`src/rtl/compound_gate_pkg.sv`:
```
// compound_gate_pkg: shared definitions for compound_gate_pipe.
//   MODE_* : 2-bit function-select encodings for the MODE port.
//   eval_gate() : per-bit evaluation of the selected compound gate.
package compound_gate_pkg;

    localparam logic [1:0] MODE_OAI22 = 2'd0;
    localparam logic [1:0] MODE_AOI22 = 2'd1;
    localparam logic [1:0] MODE_OA22  = 2'd2;
    localparam logic [1:0] MODE_AO22  = 2'd3;

    // One result bit from one bit of each operand.
    function automatic logic eval_gate(input logic [1:0] mode, input logic a, input logic b,
                                       input logic c, input logic d);
        logic or_or;
        logic and_and;
        logic res;
        or_or   = (a | b) & (c | d);
        and_and = (a & b) | (c & d);
        case (mode)
            MODE_OAI22: res = ~or_or;
            MODE_AOI22: res = ~and_and;
            MODE_OA22:  res = or_or;
            default:    res = and_and;
        endcase
        return res;
    endfunction

endpackage

```
`src/rtl/compound_gate_stage.sv`:
```
// compound_gate_stage: one valid/payload slot of the pipeline.
//   clk_i, rst_ni  : clock and synchronous active-low reset
//   up_valid_i     : the slot upstream (or the input) holds a beat
//   up_data_i      : payload offered by upstream
//   down_ready_i   : the slot downstream can take this slot's beat this cycle
//   valid_o/data_o : this slot's contents
module compound_gate_stage
    import compound_gate_pkg::*;
#(
    parameter int unsigned WIDTH = 8
) (
    input  logic             clk_i,
    input  logic             rst_ni,
    input  logic             up_valid_i,
    input  logic [WIDTH-1:0] up_data_i,
    input  logic             down_ready_i,
    output logic             valid_o,
    output logic [WIDTH-1:0] data_o
);

    logic             valid_q;
    logic [WIDTH-1:0] data_q;
    logic             load;

    // Empty slots always load, so bubbles collapse even under a downstream stall.
    assign load = !valid_q || down_ready_i;

    always_ff @(posedge clk_i) begin
        if (!rst_ni) begin
            valid_q <= 1'b0;
            data_q  <= '0;
        end else if (load) begin
            valid_q <= up_valid_i;
            // Payload only moves with a real beat, so Y stays put once drained.
            if (up_valid_i) begin
                data_q <= up_data_i;
            end
        end
    end

    assign valid_o = valid_q;
    assign data_o  = data_q;

endmodule

```
`src/rtl/compound_gate_pipe.sv`:
```
// compound_gate_pipe: valid/ready pipeline evaluating a per-bit compound gate
// (OAI22/AOI22/OA22/AO22 chosen by MODE) over A..D, DEPTH stages deep.
//   CLK, R               : clock and synchronous active-low reset
//   IN_VALID, IN_READY   : input handshake; A, B, C, D, MODE sampled on transfer
//   OUT_VALID, OUT_READY : output handshake; Y is the result
//   OUT_CNT              : wrapping count of output transfers
module compound_gate_pipe
    import compound_gate_pkg::*;
#(
    parameter int unsigned WIDTH = 8,
    parameter int unsigned DEPTH = 2,
    parameter int unsigned CNT_W = 16
) (
    input  logic             CLK,
    input  logic             R,
    input  logic             IN_VALID,
    output logic             IN_READY,
    input  logic [WIDTH-1:0] A,
    input  logic [WIDTH-1:0] B,
    input  logic [WIDTH-1:0] C,
    input  logic [WIDTH-1:0] D,
    input  logic [1:0]       MODE,
    output logic             OUT_VALID,
    input  logic             OUT_READY,
    output logic [WIDTH-1:0] Y,
    output logic [CNT_W-1:0] OUT_CNT
);

    logic [WIDTH-1:0] gate_y;
    logic [DEPTH-1:0] stage_valid;
    logic [WIDTH-1:0] stage_data [DEPTH];
    // space[k]: stage k can take a beat this cycle; space[DEPTH] is the sink.
    logic [DEPTH:0]   space;
    logic [CNT_W-1:0] out_cnt_q;

    always_comb begin
        gate_y = '0;
        for (int i = 0; i < int'(WIDTH); i++) begin
            gate_y[i] = eval_gate(MODE, A[i], B[i], C[i], D[i]);
        end
    end

    // Built from registered valid bits only, so IN_READY has no path from IN_VALID.
    always_comb begin
        space        = '0;
        space[DEPTH] = OUT_READY;
        for (int k = int'(DEPTH) - 1; k >= 0; k--) begin
            space[k] = !stage_valid[k] || space[k+1];
        end
    end

    for (genvar k = 0; k < int'(DEPTH); k++) begin : g_stage
        logic             up_valid;
        logic [WIDTH-1:0] up_data;

        if (k == 0) begin : g_head
            assign up_valid = IN_VALID;
            assign up_data  = gate_y;
        end else begin : g_body
            assign up_valid = stage_valid[k-1];
            assign up_data  = stage_data[k-1];
        end

        compound_gate_stage #(
            .WIDTH(WIDTH)
        ) u_stage (
            .clk_i       (CLK),
            .rst_ni      (R),
            .up_valid_i  (up_valid),
            .up_data_i   (up_data),
            .down_ready_i(space[k+1]),
            .valid_o     (stage_valid[k]),
            .data_o      (stage_data[k])
        );
    end

    always_ff @(posedge CLK) begin
        if (!R) begin
            out_cnt_q <= '0;
        end else if (OUT_VALID && OUT_READY) begin
            out_cnt_q <= out_cnt_q + CNT_W'(1);
        end
    end

    assign IN_READY  = R && space[0];
    assign OUT_VALID = stage_valid[DEPTH-1];
    assign Y         = stage_data[DEPTH-1];
    assign OUT_CNT   = out_cnt_q;

endmodule

```
`config.mk`:
```
export PLATFORM = sky130hd
export DESIGN_NAME = compound_gate_pipe
export DESIGN_NICKNAME = d
export VERILOG_FILES = /design/src/rtl/compound_gate_pkg.sv /design/src/rtl/compound_gate_stage.sv /design/src/rtl/compound_gate_pipe.sv
export SDC_FILE = /design/constraint.sdc
export NUM_CORES = 1
export LEC_CHECK = 0
export CORE_MARGIN = 5
export CORE_UTILIZATION = 35
export DETAILED_ROUTE_END_ITERATION = 7
export GPL_TIMING_DRIVEN = 0
export PLACE_DENSITY = 0.69
export SYNTH_ARGS = -nofsm -noshare
export SYNTH_HDL_FRONTEND = slang
export SYNTH_SLANG_ARGS = --single-unit
```
`constraint.sdc`:
```
create_clock -name CLK -period 2.55 [get_ports CLK]
set_input_delay 0.3825 -clock CLK [delete_from_list [all_inputs] [get_ports CLK]]
set_output_delay 0.3825 -clock CLK [all_outputs]
set_load 0.03 [all_outputs]
```
---- Yosys cells after proc, flatten, opt, wreduce, memory -nomap -nowiden ----
Cells that the tools add are included.
word-level totals
  register bits after elaboration ......... 34
  logic and storage cells ................. 89
  output and inout port bits .............. 26
  input port bits ......................... 38
cells by class
  reduce and logical (&&, ||, !) cells .... 9
  bitwise operators ....................... 64
  equal/unequal tests ..................... 2
  add/subtract/negate cells ............... 1
  muxes and demuxes ....................... 8
operators with widths
  operator                                                          count
  1-bit bitwise AND                                                 24
  1-bit bitwise OR                                                  24
  1-bit one-hot mux with 3 select lines                             8
  16-bit by 1-bit adder with 16-bit output (second input constant)  1
  1-bit inverter                                                    16
  2-bit AND reduction                                               2
  2-bit by 1-bit == test with 1-bit output (second input constant)  1
  2-bit == test (second input constant)                             1
  1-bit logical AND                                                 2
  1-bit zero test                                                   2
  2-bit zero test                                                   1
  1-bit logical OR                                                  2

---- Longest topological paths before layout ----
  depth in word-level cells ............... 4
  depth in mapped cells ................... 6
  gate-level depth less buffers ........... 4

---- By module ----
Synthesis repeated with hierarchy kept, for this count alone.
second synthesis, totals
  cell total of the unflattened synthesis .. 206
  area total of the unflattened synthesis .. 1754.2 sq um
by module, submodules not included
  module               cells an instance  seq. area each (sq um)  area each (sq um)  times used
  compound_gate_pipe   128                320.3                   1001.0             1
  compound_gate_stage  39                 180.2                   376.6              2

---- Least setup slack after synthesis ----
OpenSTA, ideal clock, no wires.
  path type ............................... register to register
  start ................................... register g_stage[1].u_stage.valid_q
  end ..................................... register out_cnt_q[15] (netlist: OUT_CNT[15])
  path buffers ............................ 2
  period minus slack after synthesis ...... 1818 ps
  cell stages (with the launch flop) ...... 7
  data arrival time ....................... 1747 ps
  library setup time ...................... 71 ps
  data required time ...................... 2479 ps
  setup slack ............................. 732 ps
  cell sequence ........................... dfxtp_1 -> buf_2 -> and4_1 -> buf_6 -> nand4_4 -> or4_1 -> a21oi_1
on the way
  longest elaborated chain between the ends .. 1
RTL lines
  element                   line                       source
  start: declaration        compound_gate_stage.sv:21  logic valid_q;
  start signal: assignment  compound_gate_stage.sv:33  valid_q <= up_valid_i;
  1-bit logical AND         compound_gate_pipe.sv:80   end else if (OUT_VALID && OUT_READY) begin
  end signal: assignment    compound_gate_pipe.sv:81   out_cnt_q <= out_cnt_q + CNT_W'(1);
  end: declaration          compound_gate_pipe.sv:34   logic [CNT_W-1:0] out_cnt_q;
Every way passes these cells.
A chain may end at the register's enable or synchronous reset.

---- Worst setup path in the final report ----
  start ................................... input R
  end ..................................... output IN_READY
on the way
  longest elaborated chain between the ends .. 1
RTL lines
  element             line                      source
  start: declaration  compound_gate_pipe.sv:15  input logic R,
  1-bit logical AND   compound_gate_pipe.sv:85  assign IN_READY = R && space[0];
  end: declaration    compound_gate_pipe.sv:17  output logic IN_READY,
Every way passes these cells.

==> results.json <==
{
  "p_leak_nw": 0.948,
  "n_fill_cell": 427,
  "nets": 278,
  "min_path_type": "in -> reg",
  "worst_pin_slew_ns": 0.583,
  "required_ns": 2.17,
  "portBuffers": 61,
  "netSwitchingFraction_pct": 23.2,
  "ctsHtreeMaxLevel": 2,
  "powerDensity_nw_per_um2": 476,
  "drt_iter0_markers": 46,
  "status": "complete, no violations",
  "grt_usage_pct": 14.1,
  "switchingPower_uw": 263,
  "max_freq_mhz": 420,
  "crit_type": "in -> out",
  "comb_power_share_pct": 15.9,
  "via_per_inst": 5.21,
  "internal_power_uw": 870,
  "arrival_ns": 2.00,
  "vias": 1520,
  "drive_above_1_share_pct": 8.75,
  "reg2reg_depth": 6,
  "antenna_found_initial": 0,
  "startpoint_type": "primary input",
  "drtAntennaViolNets": 0,
  "pwr-share-clk_pct": 34.7,
  "maxCapViolCount": 0,
  "grt_remaining_overflow": 0,
  "r2r-start": "g_stage[1].u_stage.valid_o$_SDFFE_PN0P_",
  "p_seq_share_pct": 49.4,
  "ctsRootBufferMaster": "clkbuf_8",
  "die_area_sq_um": 6070,
  "clk_latency_ns": 0.28,
  "ctsResizeCount": 0,
  "rr_endpoint": "OUT_CNT[15]$_SDFFE_PN0P_",
  "grt_pass1_vias": 1501,
  "cts_setup_buffers": 0,
  "syn-num-nets": 210,
  "setup_viol": 0,
  "clk_pin_slew_ns": 0.06,
  "holdWs_ns": 0.434,
  "syn_area_sq_um": 1610,
  "initial_core_util_pct": 36.5,
  "holdPathStages": 3,
  "finalPower_mw": 1.13,
  "dp.final_hpwl_um": 3050,
  "synth.distinct_cells": 30,
  "synth.avg_cell_area_sq_um": 9.43,
  "placed_area_sq_um": 2290,
  "cts_hold_buf": 0,
  "row_count": 24,
  "multi_input_area_sq_um": 875,
  "slew_headroom_pct": 61.1,
  "synthCells": 171,
  "period_needed_ns": 2.38,
  "place_congestion": 0.722,
  "num_io_pins": 64,
  "finalClockSkew_ns": 0.00687,
  "synth_seq_cells": 34,
  "setup.worst_path.end_class": "primary output",
  "hold_end": "OUT_CNT[1]$_SDFFE_PN0P_",
  "finalMaxSlewViolations": 0,
  "period_share_pct": 93.3,
  "grt_max_degree": 11,
  "clock_sinks": 34,
  "wl_per_cell_um": 13.7,
  "core-area_sq_um": 4410,
  "crit_fanout": 10,
  "rsz0062_at_grt": "false",
  "ys_seq_area_share_pct": 42.2,
  "diodes": 0,
  "grt_pass1_wl_um": 7100,
  "syn_to_final_growth_pct": 47.6,
  "design_area_sq_um": 2380,
  "drc": 0,
  "min_from": "OUT_READY",
  "cts_buffers": 5,
  "cts_tree": "built",
  "finalHoldViolCount": 0,
  "die_h_um": 77.9,
  "yosysWarnings": 0,
  "seq_area_sq_um": 681,
  "r2r_slack_ns": 0.86,
  "cts.path.max_buffers": 2,
  "wirelength_um": 4010,
  "drt_first_pass_iters": 4,
  "chipWidth_um": 77.9,
  "vdd_drop_max_v": 0.000370
}
==> state kept, by name (all words and copies together) (netlist names) <==
signal	flops
OUT_CNT	16
g_stage.u_stage.data_o	16
g_stage.u_stage.valid_o	2
==> synthesized netlist by cell type, drive strengths merged <==
cell type  instances  area (sq um)
buf                3          23.8
a22oi              8          60.1
clkbuf             4          15.0
o21ai              6          33.8
a21oi              9          45.0
ha                 1          12.5
a31o               8          70.1
mux2i             24           240
nand3              6          30.0
or4                2          15.0
nand4              6          52.6
xor2               8          70.1
o31ai              1          7.51
clkinv             1          3.75
dfxtp             34           681
and2               1          6.26
nand3b             1          7.51
o211ai             1          7.51
nand2              8          30.0
and3               1          6.26
nor2              17          63.8
inv                4          15.0
and4               2          17.5
o22ai              8          50.1
nand4b             2          17.5
or3                5          31.3
==> worst max path at each step <==
stage                                       startpoint                       end  slack (ns)  cells after the start
3_5_place_dp                                         R                  IN_READY        0.01                      4
4_1_cts                                              R                  IN_READY       0.007                      4
6_report                                             R                  IN_READY        0.17                      4
5_1_grt                                              R                  IN_READY        0.09                      4
3_3_place_gp                                         R                  IN_READY      -0.006                      4
2_1_floorplan  g_stage[1].u_stage.valid_o$_SDFFE_PN0P_  OUT_CNT[15]$_SDFFE_PN0P_        0.73                      6
==> cells in the final DEF (no fill, tap or decap) <==
master	count
clkdlybuf4s50_1	61
clkinv_1	1
a31o_2	8
clkbuf_8	6
a21oi_1	9
buf_4	1
o21ai_2	1
o211ai_1	1
nand4_4	1
clkbuf_2	1
clkinv_2	1
o31ai_1	1
clkbuf_1	4
nand4_1	5
a22oi_1	8
or3_1	5
nand2_1	8
and4_1	2
buf_6	1
nand4b_1	2
o21ai_0	5
buf_2	1
nand3_1	6
or4_1	2
o22ai_1	8
and3_1	1
and2_1	1
inv_1	4
ha_1	1
nor2_1	17
nand3b_1	1
mux2i_1	24
dfxtp_1	34
xor2_1	8
==> kinds of logic after synthesis <==
| logic type | synth area share, % |
|---|---|
| buf+inv | 3.57 |
| simple gates | 17.2 |
| compound gates | 17.0 |
| mux | 14.9 |
| flops | 42.2 |
| fa+ha+maj | 0.776 |
| xor+xnor | 4.34 |
==> through the flow <==
stage | util, % | worst slack (ns) | cells | TNS [ns]
floorplan | - | 0.732 | 171 | 0
global placement | 51.8 | -0.00555 | 284 | -0.00555
detailed placement | 51.8 | 0.0122 | 284 | 0
CTS | 53.9 | 0.00714 | 292 | 0
global route | 53.9 | 0.0853 | 292 | 0
finish | 53.9 | 0.170 | 292 | 0
==> layout make-up <==
type,count,area share (%)
flip-flops and latches,34,28.6
well taps,52,2.73
repair buffers,61,25.6
inverters,5,0.788
multi-input cells,125,36.7
clock buffers,7,3.63
plain buffers,7,1.68
clock inverters,1,0.210
==> routing by layer <==
| layer | vias up | global-route usage, % | part of all wire [%] |
|---|---|---|---|
| met5 | - | 0 | 0 |
| met4 | 0 | 4.12 | 1.3 |
| met3 | 5 | 6.25 | 11 |
| met2 | 60 | 21.3 | 40 |
| li1 | 780 | - | - |
| met1 | 675 | 18.1 | 48 |
==> worst max-delay path: stages <==
cell and delay, ns:
clkdlybuf4s50_1 0.54, clkbuf_2 0.24, and2_1 0.16, clkdlybuf4s50_1 0.67
==> power by group through the flow <==
stage          Sequential [mW]  Clock (mW)  Combinational [mW]
2_1_floorplan            0.581           0              0.0802
3_3_place_gp             0.572           0               0.178
3_5_place_dp             0.572           0               0.181
4_1_cts                  0.560       0.414               0.182
5_1_grt                  0.561       0.436               0.197
6_report                 0.560       0.393               0.180
Power figures use the tool's default switching activity.
